--- config.mk ---
export PLATFORM = sky130hd
export DESIGN_NAME = hls_ap_bus_mem_responder_flat
export DESIGN_NICKNAME = d
export VERILOG_FILES = /design/src/rtl/hls_ap_bus_mem_responder_if.sv /design/src/rtl/hls_ap_bus_mem_responder.sv /design/src/flat_wrapper.sv
export SDC_FILE = /design/constraint.sdc
export NUM_CORES = 1
export LEC_CHECK = 0
export ABC_AREA = 1
export CORE_UTILIZATION = 53
export CTS_CLUSTER_DIAMETER = 80
export DETAILED_ROUTE_END_ITERATION = 6
export HOLD_SLACK_MARGIN = 0.03
export PLACE_DENSITY_LB_ADDON = 0.05
export SYNTH_ARGS = -nofsm -noshare
export SYNTH_HDL_FRONTEND = slang
export SYNTH_SLANG_ARGS = --single-unit
export TNS_END_PERCENT = 50
--- constraint.sdc ---
create_clock -name ap_clk -period 6.3 [get_ports ap_clk]
set_clock_uncertainty 0.2 [all_clocks]
set_input_delay 1.26 -clock ap_clk [delete_from_list [all_inputs] [get_ports ap_clk]]
set_output_delay 1.26 -clock ap_clk [all_outputs]
set_load 0.02 [all_outputs]
--- src/rtl/hls_ap_bus_mem_responder_if.sv ---
// rtl/hls_ap_bus_mem_responder_if.sv - ap_bus core port and backend memory port bundle
interface hls_ap_bus_mem_responder_if #(
    parameter int DATA_WIDTH = 64,
    parameter int ADDR_WIDTH = 32
);
    logic                  mem0_V_req_write;
    logic                  mem0_V_req_din;
    logic                  mem0_V_req_full_n;
    logic [ADDR_WIDTH-1:0] mem0_V_address;
    logic [ADDR_WIDTH-1:0] mem0_V_size;
    logic [DATA_WIDTH-1:0] mem0_V_dataout;
    logic [DATA_WIDTH-1:0] mem0_V_datain;
    logic                  mem0_V_rsp_empty_n;
    logic                  mem0_V_rsp_read;
    logic                  mem_req_valid;
    logic                  mem_req_ready;
    logic                  mem_req_write;
    logic [ADDR_WIDTH-1:0] mem_req_addr;
    logic [DATA_WIDTH-1:0] mem_req_wdata;
    logic                  mem_rsp_valid;
    logic [DATA_WIDTH-1:0] mem_rsp_data;
    logic                  busy;

    modport master (
        output mem0_V_req_write, mem0_V_req_din, mem0_V_address, mem0_V_size,
               mem0_V_dataout, mem0_V_rsp_read, mem_req_ready, mem_rsp_valid, mem_rsp_data,
        input  mem0_V_req_full_n, mem0_V_datain, mem0_V_rsp_empty_n, mem_req_valid,
               mem_req_write, mem_req_addr, mem_req_wdata, busy
    );

    modport slave (
        input  mem0_V_req_write, mem0_V_req_din, mem0_V_address, mem0_V_size,
               mem0_V_dataout, mem0_V_rsp_read, mem_req_ready, mem_rsp_valid, mem_rsp_data,
        output mem0_V_req_full_n, mem0_V_datain, mem0_V_rsp_empty_n, mem_req_valid,
               mem_req_write, mem_req_addr, mem_req_wdata, busy
    );
endinterface

--- src/rtl/hls_ap_bus_mem_responder.sv ---
// rtl/hls_ap_bus_mem_responder.sv - ap_bus burst responder bridging to a simple memory backend
// Reads are credit-gated into a FWFT response FIFO; writes pass through a one-entry holding register.
module hls_ap_bus_mem_responder #(
    parameter int DATA_WIDTH = 64,
    parameter int ADDR_WIDTH = 32,
    parameter int RSP_DEPTH  = 4
) (
    input  logic                             ap_clk,
    input  logic                             ap_rst,
    hls_ap_bus_mem_responder_if.slave        bus
);
    localparam int PW = $clog2(RSP_DEPTH);
    localparam int CW = PW + 1;

    typedef enum logic [1:0] {IDLE, RD_ISSUE, WR_DATA} state_t;

    state_t                state_q, state_d;
    logic [ADDR_WIDTH-1:0] addr_q, addr_d;
    logic [ADDR_WIDTH-1:0] rem_q, rem_d;
    logic [CW-1:0]         out_q, out_d;
    logic [CW-1:0]         cnt_q, cnt_d;
    logic [PW-1:0]         wr_ptr_q, wr_ptr_d;
    logic [PW-1:0]         rd_ptr_q, rd_ptr_d;
    logic                  hold_vld_q, hold_vld_d;
    logic [DATA_WIDTH-1:0] hold_data_q, hold_data_d;
    logic [DATA_WIDTH-1:0] fifo_q [RSP_DEPTH];

    logic          full_n, beat, rd_issue, rd_fire, req_fire, push, pop;
    logic [CW:0]   credit_used;

    always_comb begin
        credit_used = {1'b0, out_q} + {1'b0, cnt_q};
        // ap_rst gates full_n so it reads 0 for the whole reset window
        full_n   = !ap_rst && !hold_vld_q && (state_q != RD_ISSUE);
        beat     = bus.mem0_V_req_write && full_n;
        rd_issue = (state_q == RD_ISSUE) && !hold_vld_q && (credit_used < (CW+1)'(RSP_DEPTH));
        rd_fire  = rd_issue && bus.mem_req_ready;
        req_fire = (hold_vld_q || rd_issue) && bus.mem_req_ready;
        // responses with nothing outstanding belong to a burst killed by reset
        push     = bus.mem_rsp_valid && (out_q != '0);
        pop      = bus.mem0_V_rsp_read && (cnt_q != '0);
    end

    always_comb begin
        state_d     = state_q;
        addr_d      = addr_q;
        rem_d       = rem_q;
        hold_vld_d  = hold_vld_q;
        hold_data_d = hold_data_q;
        out_d       = out_q;
        cnt_d       = cnt_q;
        wr_ptr_d    = wr_ptr_q;
        rd_ptr_d    = rd_ptr_q;

        if (req_fire) begin
            addr_d = addr_q + ADDR_WIDTH'(1);
            if (hold_vld_q) begin
                hold_vld_d = 1'b0;
            end else begin
                rem_d = rem_q - ADDR_WIDTH'(1);
                if (rem_q == ADDR_WIDTH'(1)) state_d = IDLE;
            end
        end

        case (state_q)
            IDLE: begin
                if (beat) begin
                    addr_d = bus.mem0_V_address;
                    rem_d  = bus.mem0_V_size;
                    if (bus.mem0_V_size != '0) begin
                        if (bus.mem0_V_req_din) begin
                            hold_vld_d  = 1'b1;
                            hold_data_d = bus.mem0_V_dataout;
                            rem_d       = bus.mem0_V_size - ADDR_WIDTH'(1);
                            if (bus.mem0_V_size != ADDR_WIDTH'(1)) state_d = WR_DATA;
                        end else begin
                            state_d = RD_ISSUE;
                        end
                    end
                end
            end
            WR_DATA: begin
                if (beat) begin
                    hold_vld_d  = 1'b1;
                    hold_data_d = bus.mem0_V_dataout;
                    rem_d       = rem_q - ADDR_WIDTH'(1);
                    if (rem_q == ADDR_WIDTH'(1)) state_d = IDLE;
                end
            end
            default: ;
        endcase

        case ({rd_fire, push})
            2'b10:   out_d = out_q + CW'(1);
            2'b01:   out_d = out_q - CW'(1);
            default: out_d = out_q;
        endcase

        case ({push, pop})
            2'b10:   cnt_d = cnt_q + CW'(1);
            2'b01:   cnt_d = cnt_q - CW'(1);
            default: cnt_d = cnt_q;
        endcase

        if (push) wr_ptr_d = wr_ptr_q + PW'(1);
        if (pop)  rd_ptr_d = rd_ptr_q + PW'(1);
    end

    always_ff @(posedge ap_clk or posedge ap_rst) begin
        if (ap_rst) begin
            state_q     <= IDLE;
            addr_q      <= '0;
            rem_q       <= '0;
            out_q       <= '0;
            cnt_q       <= '0;
            wr_ptr_q    <= '0;
            rd_ptr_q    <= '0;
            hold_vld_q  <= 1'b0;
            hold_data_q <= '0;
        end else begin
            state_q     <= state_d;
            addr_q      <= addr_d;
            rem_q       <= rem_d;
            out_q       <= out_d;
            cnt_q       <= cnt_d;
            wr_ptr_q    <= wr_ptr_d;
            rd_ptr_q    <= rd_ptr_d;
            hold_vld_q  <= hold_vld_d;
            hold_data_q <= hold_data_d;
        end
    end

    always_ff @(posedge ap_clk) begin
        if (push) fifo_q[wr_ptr_q] <= bus.mem_rsp_data;
    end

    assign bus.mem0_V_req_full_n  = full_n;
    assign bus.mem0_V_rsp_empty_n = (cnt_q != '0);
    assign bus.mem0_V_datain      = (cnt_q != '0) ? fifo_q[rd_ptr_q] : '0;
    assign bus.mem_req_valid      = hold_vld_q || rd_issue;
    assign bus.mem_req_write      = hold_vld_q;
    assign bus.mem_req_addr       = addr_q;
    assign bus.mem_req_wdata      = hold_data_q;
    assign bus.busy               = (state_q != IDLE) || (out_q != '0) || (cnt_q != '0);
endmodule

--- src/flat_wrapper.sv ---
// flat-port wrapper written by rule: the top's interface ports become plain ports
module hls_ap_bus_mem_responder_flat 
#(
    parameter int DATA_WIDTH = 64,
    parameter int ADDR_WIDTH = 32,
    parameter int RSP_DEPTH  = 4
)
  (ap_clk, ap_rst, bus_mem0_V_req_write, bus_mem0_V_req_din, bus_mem0_V_address, bus_mem0_V_size, bus_mem0_V_dataout, bus_mem0_V_rsp_read, bus_mem_req_ready, bus_mem_rsp_valid, bus_mem_rsp_data, bus_mem0_V_req_full_n, bus_mem0_V_datain, bus_mem0_V_rsp_empty_n, bus_mem_req_valid, bus_mem_req_write, bus_mem_req_addr, bus_mem_req_wdata, bus_busy);
  hls_ap_bus_mem_responder_if #(.DATA_WIDTH(DATA_WIDTH), .ADDR_WIDTH(ADDR_WIDTH)) bus_i ();
  input  logic ap_clk;
  input  logic ap_rst;
  input wire logic [$bits(bus_i.mem0_V_req_write)-1:0] bus_mem0_V_req_write;
  input wire logic [$bits(bus_i.mem0_V_req_din)-1:0] bus_mem0_V_req_din;
  input wire logic [$bits(bus_i.mem0_V_address)-1:0] bus_mem0_V_address;
  input wire logic [$bits(bus_i.mem0_V_size)-1:0] bus_mem0_V_size;
  input wire logic [$bits(bus_i.mem0_V_dataout)-1:0] bus_mem0_V_dataout;
  input wire logic [$bits(bus_i.mem0_V_rsp_read)-1:0] bus_mem0_V_rsp_read;
  input wire logic [$bits(bus_i.mem_req_ready)-1:0] bus_mem_req_ready;
  input wire logic [$bits(bus_i.mem_rsp_valid)-1:0] bus_mem_rsp_valid;
  input wire logic [$bits(bus_i.mem_rsp_data)-1:0] bus_mem_rsp_data;
  output wire logic [$bits(bus_i.mem0_V_req_full_n)-1:0] bus_mem0_V_req_full_n;
  output wire logic [$bits(bus_i.mem0_V_datain)-1:0] bus_mem0_V_datain;
  output wire logic [$bits(bus_i.mem0_V_rsp_empty_n)-1:0] bus_mem0_V_rsp_empty_n;
  output wire logic [$bits(bus_i.mem_req_valid)-1:0] bus_mem_req_valid;
  output wire logic [$bits(bus_i.mem_req_write)-1:0] bus_mem_req_write;
  output wire logic [$bits(bus_i.mem_req_addr)-1:0] bus_mem_req_addr;
  output wire logic [$bits(bus_i.mem_req_wdata)-1:0] bus_mem_req_wdata;
  output wire logic [$bits(bus_i.busy)-1:0] bus_busy;
  assign bus_i.mem0_V_req_write = bus_mem0_V_req_write;
  assign bus_i.mem0_V_req_din = bus_mem0_V_req_din;
  assign bus_i.mem0_V_address = bus_mem0_V_address;
  assign bus_i.mem0_V_size = bus_mem0_V_size;
  assign bus_i.mem0_V_dataout = bus_mem0_V_dataout;
  assign bus_i.mem0_V_rsp_read = bus_mem0_V_rsp_read;
  assign bus_i.mem_req_ready = bus_mem_req_ready;
  assign bus_i.mem_rsp_valid = bus_mem_rsp_valid;
  assign bus_i.mem_rsp_data = bus_mem_rsp_data;
  assign bus_mem0_V_req_full_n = bus_i.mem0_V_req_full_n;
  assign bus_mem0_V_datain = bus_i.mem0_V_datain;
  assign bus_mem0_V_rsp_empty_n = bus_i.mem0_V_rsp_empty_n;
  assign bus_mem_req_valid = bus_i.mem_req_valid;
  assign bus_mem_req_write = bus_i.mem_req_write;
  assign bus_mem_req_addr = bus_i.mem_req_addr;
  assign bus_mem_req_wdata = bus_i.mem_req_wdata;
  assign bus_busy = bus_i.busy;
  hls_ap_bus_mem_responder #(.DATA_WIDTH(DATA_WIDTH), .ADDR_WIDTH(ADDR_WIDTH), .RSP_DEPTH(RSP_DEPTH)) u_core (.ap_clk(ap_clk), .ap_rst(ap_rst), .bus(bus_i));
endmodule
==> metrics <==
leading cell type in the layout, fill and taps excluded=nand2_1; Worst-path clk slew=~60 ps; Fin Setup TNS=0 ps; WL final=57.6 mm; max cap viols=0; HP Class=register to register; Syn Inst Count=2330; Endpoint, Worst Hold=u_core.bus.mem_req_wdata[39]; Sinks on Clock Net=397; max-slew violation count=0; Netlist Area Pre-Place=20000 um^2; Routed WL per cell=18.0 um; VDD IR max=0.371 mV; crit path time final=4980 ps; RSZ-0062 raised after global routing=no; outcome=finished, final reports clean; Setup crit end kind=primary output; vias post-DR=approximately 17k; largest net degree at the start of global routing=106; Crit-path slowest cell=dfrtp_4; CP peak stage delay=670 ps; design area=25500 um^2; starting density of the core=54.3%; clk buf depth=3; Clk pwr share=21.1%; syn nets=approximately 2.5k; postcts setup bufs=0; vias in the first global route=17.2k; first drt pass iteration count=6; synthesized area per cell=8.59 um^2; worst reg2reg path startpoint=u_core.state_q[0]; EDFF count, synth=256; R2R depth=10; Via-to-Cell Ratio=approximately 5.4; placed cells=3116; Cell Area, Placed=24000 um^2; start point of the worst hold path=u_core.bus.mem_req_wdata[39]; Worst EP arrival=between 3000 and 4000 ps; synth unique cells=40; Total GRT Usage=29.9%; start point of the critical path=u_core.rd_ptr_q[0]; initial antenna violation count=5; die height=196 um; Final #Nets=2871; layout cell share with drive strength beyond 1=4.50%; # resized after CTS=0; FF-to-FF End=u_core.bus.mem_req_wdata[17]; most frequent cells in the layout=nand2_1, nor2_1, clkdlybuf4s50_1; chip width=196 um; IO Port Bufs=363; clk_lat worst skew=580 ps; most common flop cell mapped by yosys=edfxtp_1; initial drt markers=about 1.3k; CTS tree=yes; period utilization=79.0%; critical path data required time=4840 ps; Switching Fraction=around 40%; hold depth=2; power per standard cell area=approximately 480 nW/um^2; RD Place Congestion=1.06; Final setup viols=0; Final Hold Fails=0; clk root buf=clkbuf_16; Rel. slew slack=20.5%; non-filler cells, final=3198; NetSw=4.96 mW; H-tree depth=2; GRT overflow=0; Crit Path Max Fanout=54; hold_ws=288 ps; Tightest Pin Transition=1190 ps; area delta synth->final=27.3%; Cell Chain, Critical Path=inv_2 -> buf_4 -> o21ai_0 -> a21oi_1 -> clkdlybuf4s50_1; Rows=70; Inserted Clock Buffers=42; Detail Placement HPWL=38.8 mm; Leakage=between 10 and 15 nW; Comb power frac=~45%; io pins=about 360; Int Power=7.31 mW; Reg power frac=33.5%; Ys Warns=0; WS Path Type=register to primary output; core area=~37000 um^2; global-route wire length before repair=90.6 mm; ANT nets after route=0; startpoint types=register; flop-to-flop setup slack=2760 ps; asr flop ratio synth=35.5%; Yosys reg bits=397; Residual DRC=0; sequential-to-total area share from yosys stat=56.1%; Post-CTS Hold Fix Bufs=0; die footprint=38500 um^2; Fmax achieved=201 MHz
==> metal layers <==
metal	vias up	wire length (um)	GRT usage (%)
li1	8366	-	-
met1	8250	23700	37.8
met2	610	27900	50.2
met3	131	4040	6.02
met4	2	2030	12.5
met5	-	13	0
==> cell type report <==
class | instances | area (um^2)
sequential | 397 | 11200
multi-input combinational | 1607 | 7500
clock buffer | 53 | 1130
tap | 504 | 631
inverter | 224 | 846
fill | 2933 | 11400
clock inverter | 25 | 325
timing repair buffer | 384 | 3800
antenna | 4 | 10.0
==> through the flow <==
stage,total power [mW],setup slack [ps],util [%]
2_1_floorplan,7.30,1060,-
3_3_place_gp,9.56,1440,65.1
3_5_place_dp,9.69,1330,65.1
4_1_cts,12.3,1320,69.1
5_1_grt,13.0,1110,69.1
6_report,12.3,1320,69.1
==> power groups by stage <==
stage,Clock [mW],Combinational (mW),Sequential (mW)
after global placement,0,5.45,4.11
after floorplan,0,2.93,4.37
after global routing,2.73,6.07,4.20
after CTS,2.63,5.60,4.10
final,2.59,5.57,4.11
after detailed placement,0,5.55,4.14
==> how the worst max path moves through the flow <==
stage | slack [ps] | to | cells past startpoint
after CTS | 1320 | bus_mem0_V_datain[7] | 5
after global placement | 1440 | u_core.bus.mem_req_wdata[35] | 12
final | 1320 | bus_mem0_V_datain[7] | 5
after detailed placement | 1330 | u_core.bus.mem_req_wdata[28] | 12
after global routing | 1110 | bus_mem0_V_datain[61] | 6
after floorplan | 1060 | u_core.bus.mem_req_addr[0] | 1
==> critical path, delay by kind of cell (launching register included) <==
kind	cells	cell delay, ps
flops	1	670
compound gates	2	440
buf+inv	3	1820
==> sequential cells by signal, indices dropped and copies added (netlist names) <==
signal                    count
u_core.cnt_q                  3
u_core.out_q                  3
u_core.fifo_q               256
u_core.rd_ptr_q               2
u_core.state_q                2
u_core.bus.mem_req_write      1
u_core.bus.mem_req_wdata     64
u_core.wr_ptr_q               2
u_core.rem_q                 32
u_core.bus.mem_req_addr      32
==> synth_stat cells, types with 16 or more instances <==
master / count / share of area [%]
nand2_1: 471 / 8.8
nor2_1: 421 / 7.9
edfxtp_1: 256 / 38
inv_1: 217 / 4.1
o21ai_0: 205 / 5.1
nand3_1: 181 / 4.5
dfrtp_1: 141 / 18
a21oi_1: 87 / 2.2
o21ai_1: 59 / 1.5
clkbuf_1: 50 / 0.94
xor2_1: 29 / 1.3
nand4_1: 26 / 0.81
nor3_1: 21 / 0.53
o211ai_1: 20 / 0.75
buf_1: 17 / 0.32
xnor2_1: 16 / 0.70
==> logic make-up after synthesis <==
group | count (synthesis) | share of synthesized area (%)
DFF | 397 | 56.1
muxes | 2 | 0.100
buffers and inverters | 326 | 6.72
AOI/OAI and AO/OA | 380 | 9.91
xor gates and xnor gates | 45 | 1.97
adders and majority gates | 16 | 1.08
and+or+nand+nor | 1164 | 24.2
No activity file was read; power rests on OpenSTA's default activity.
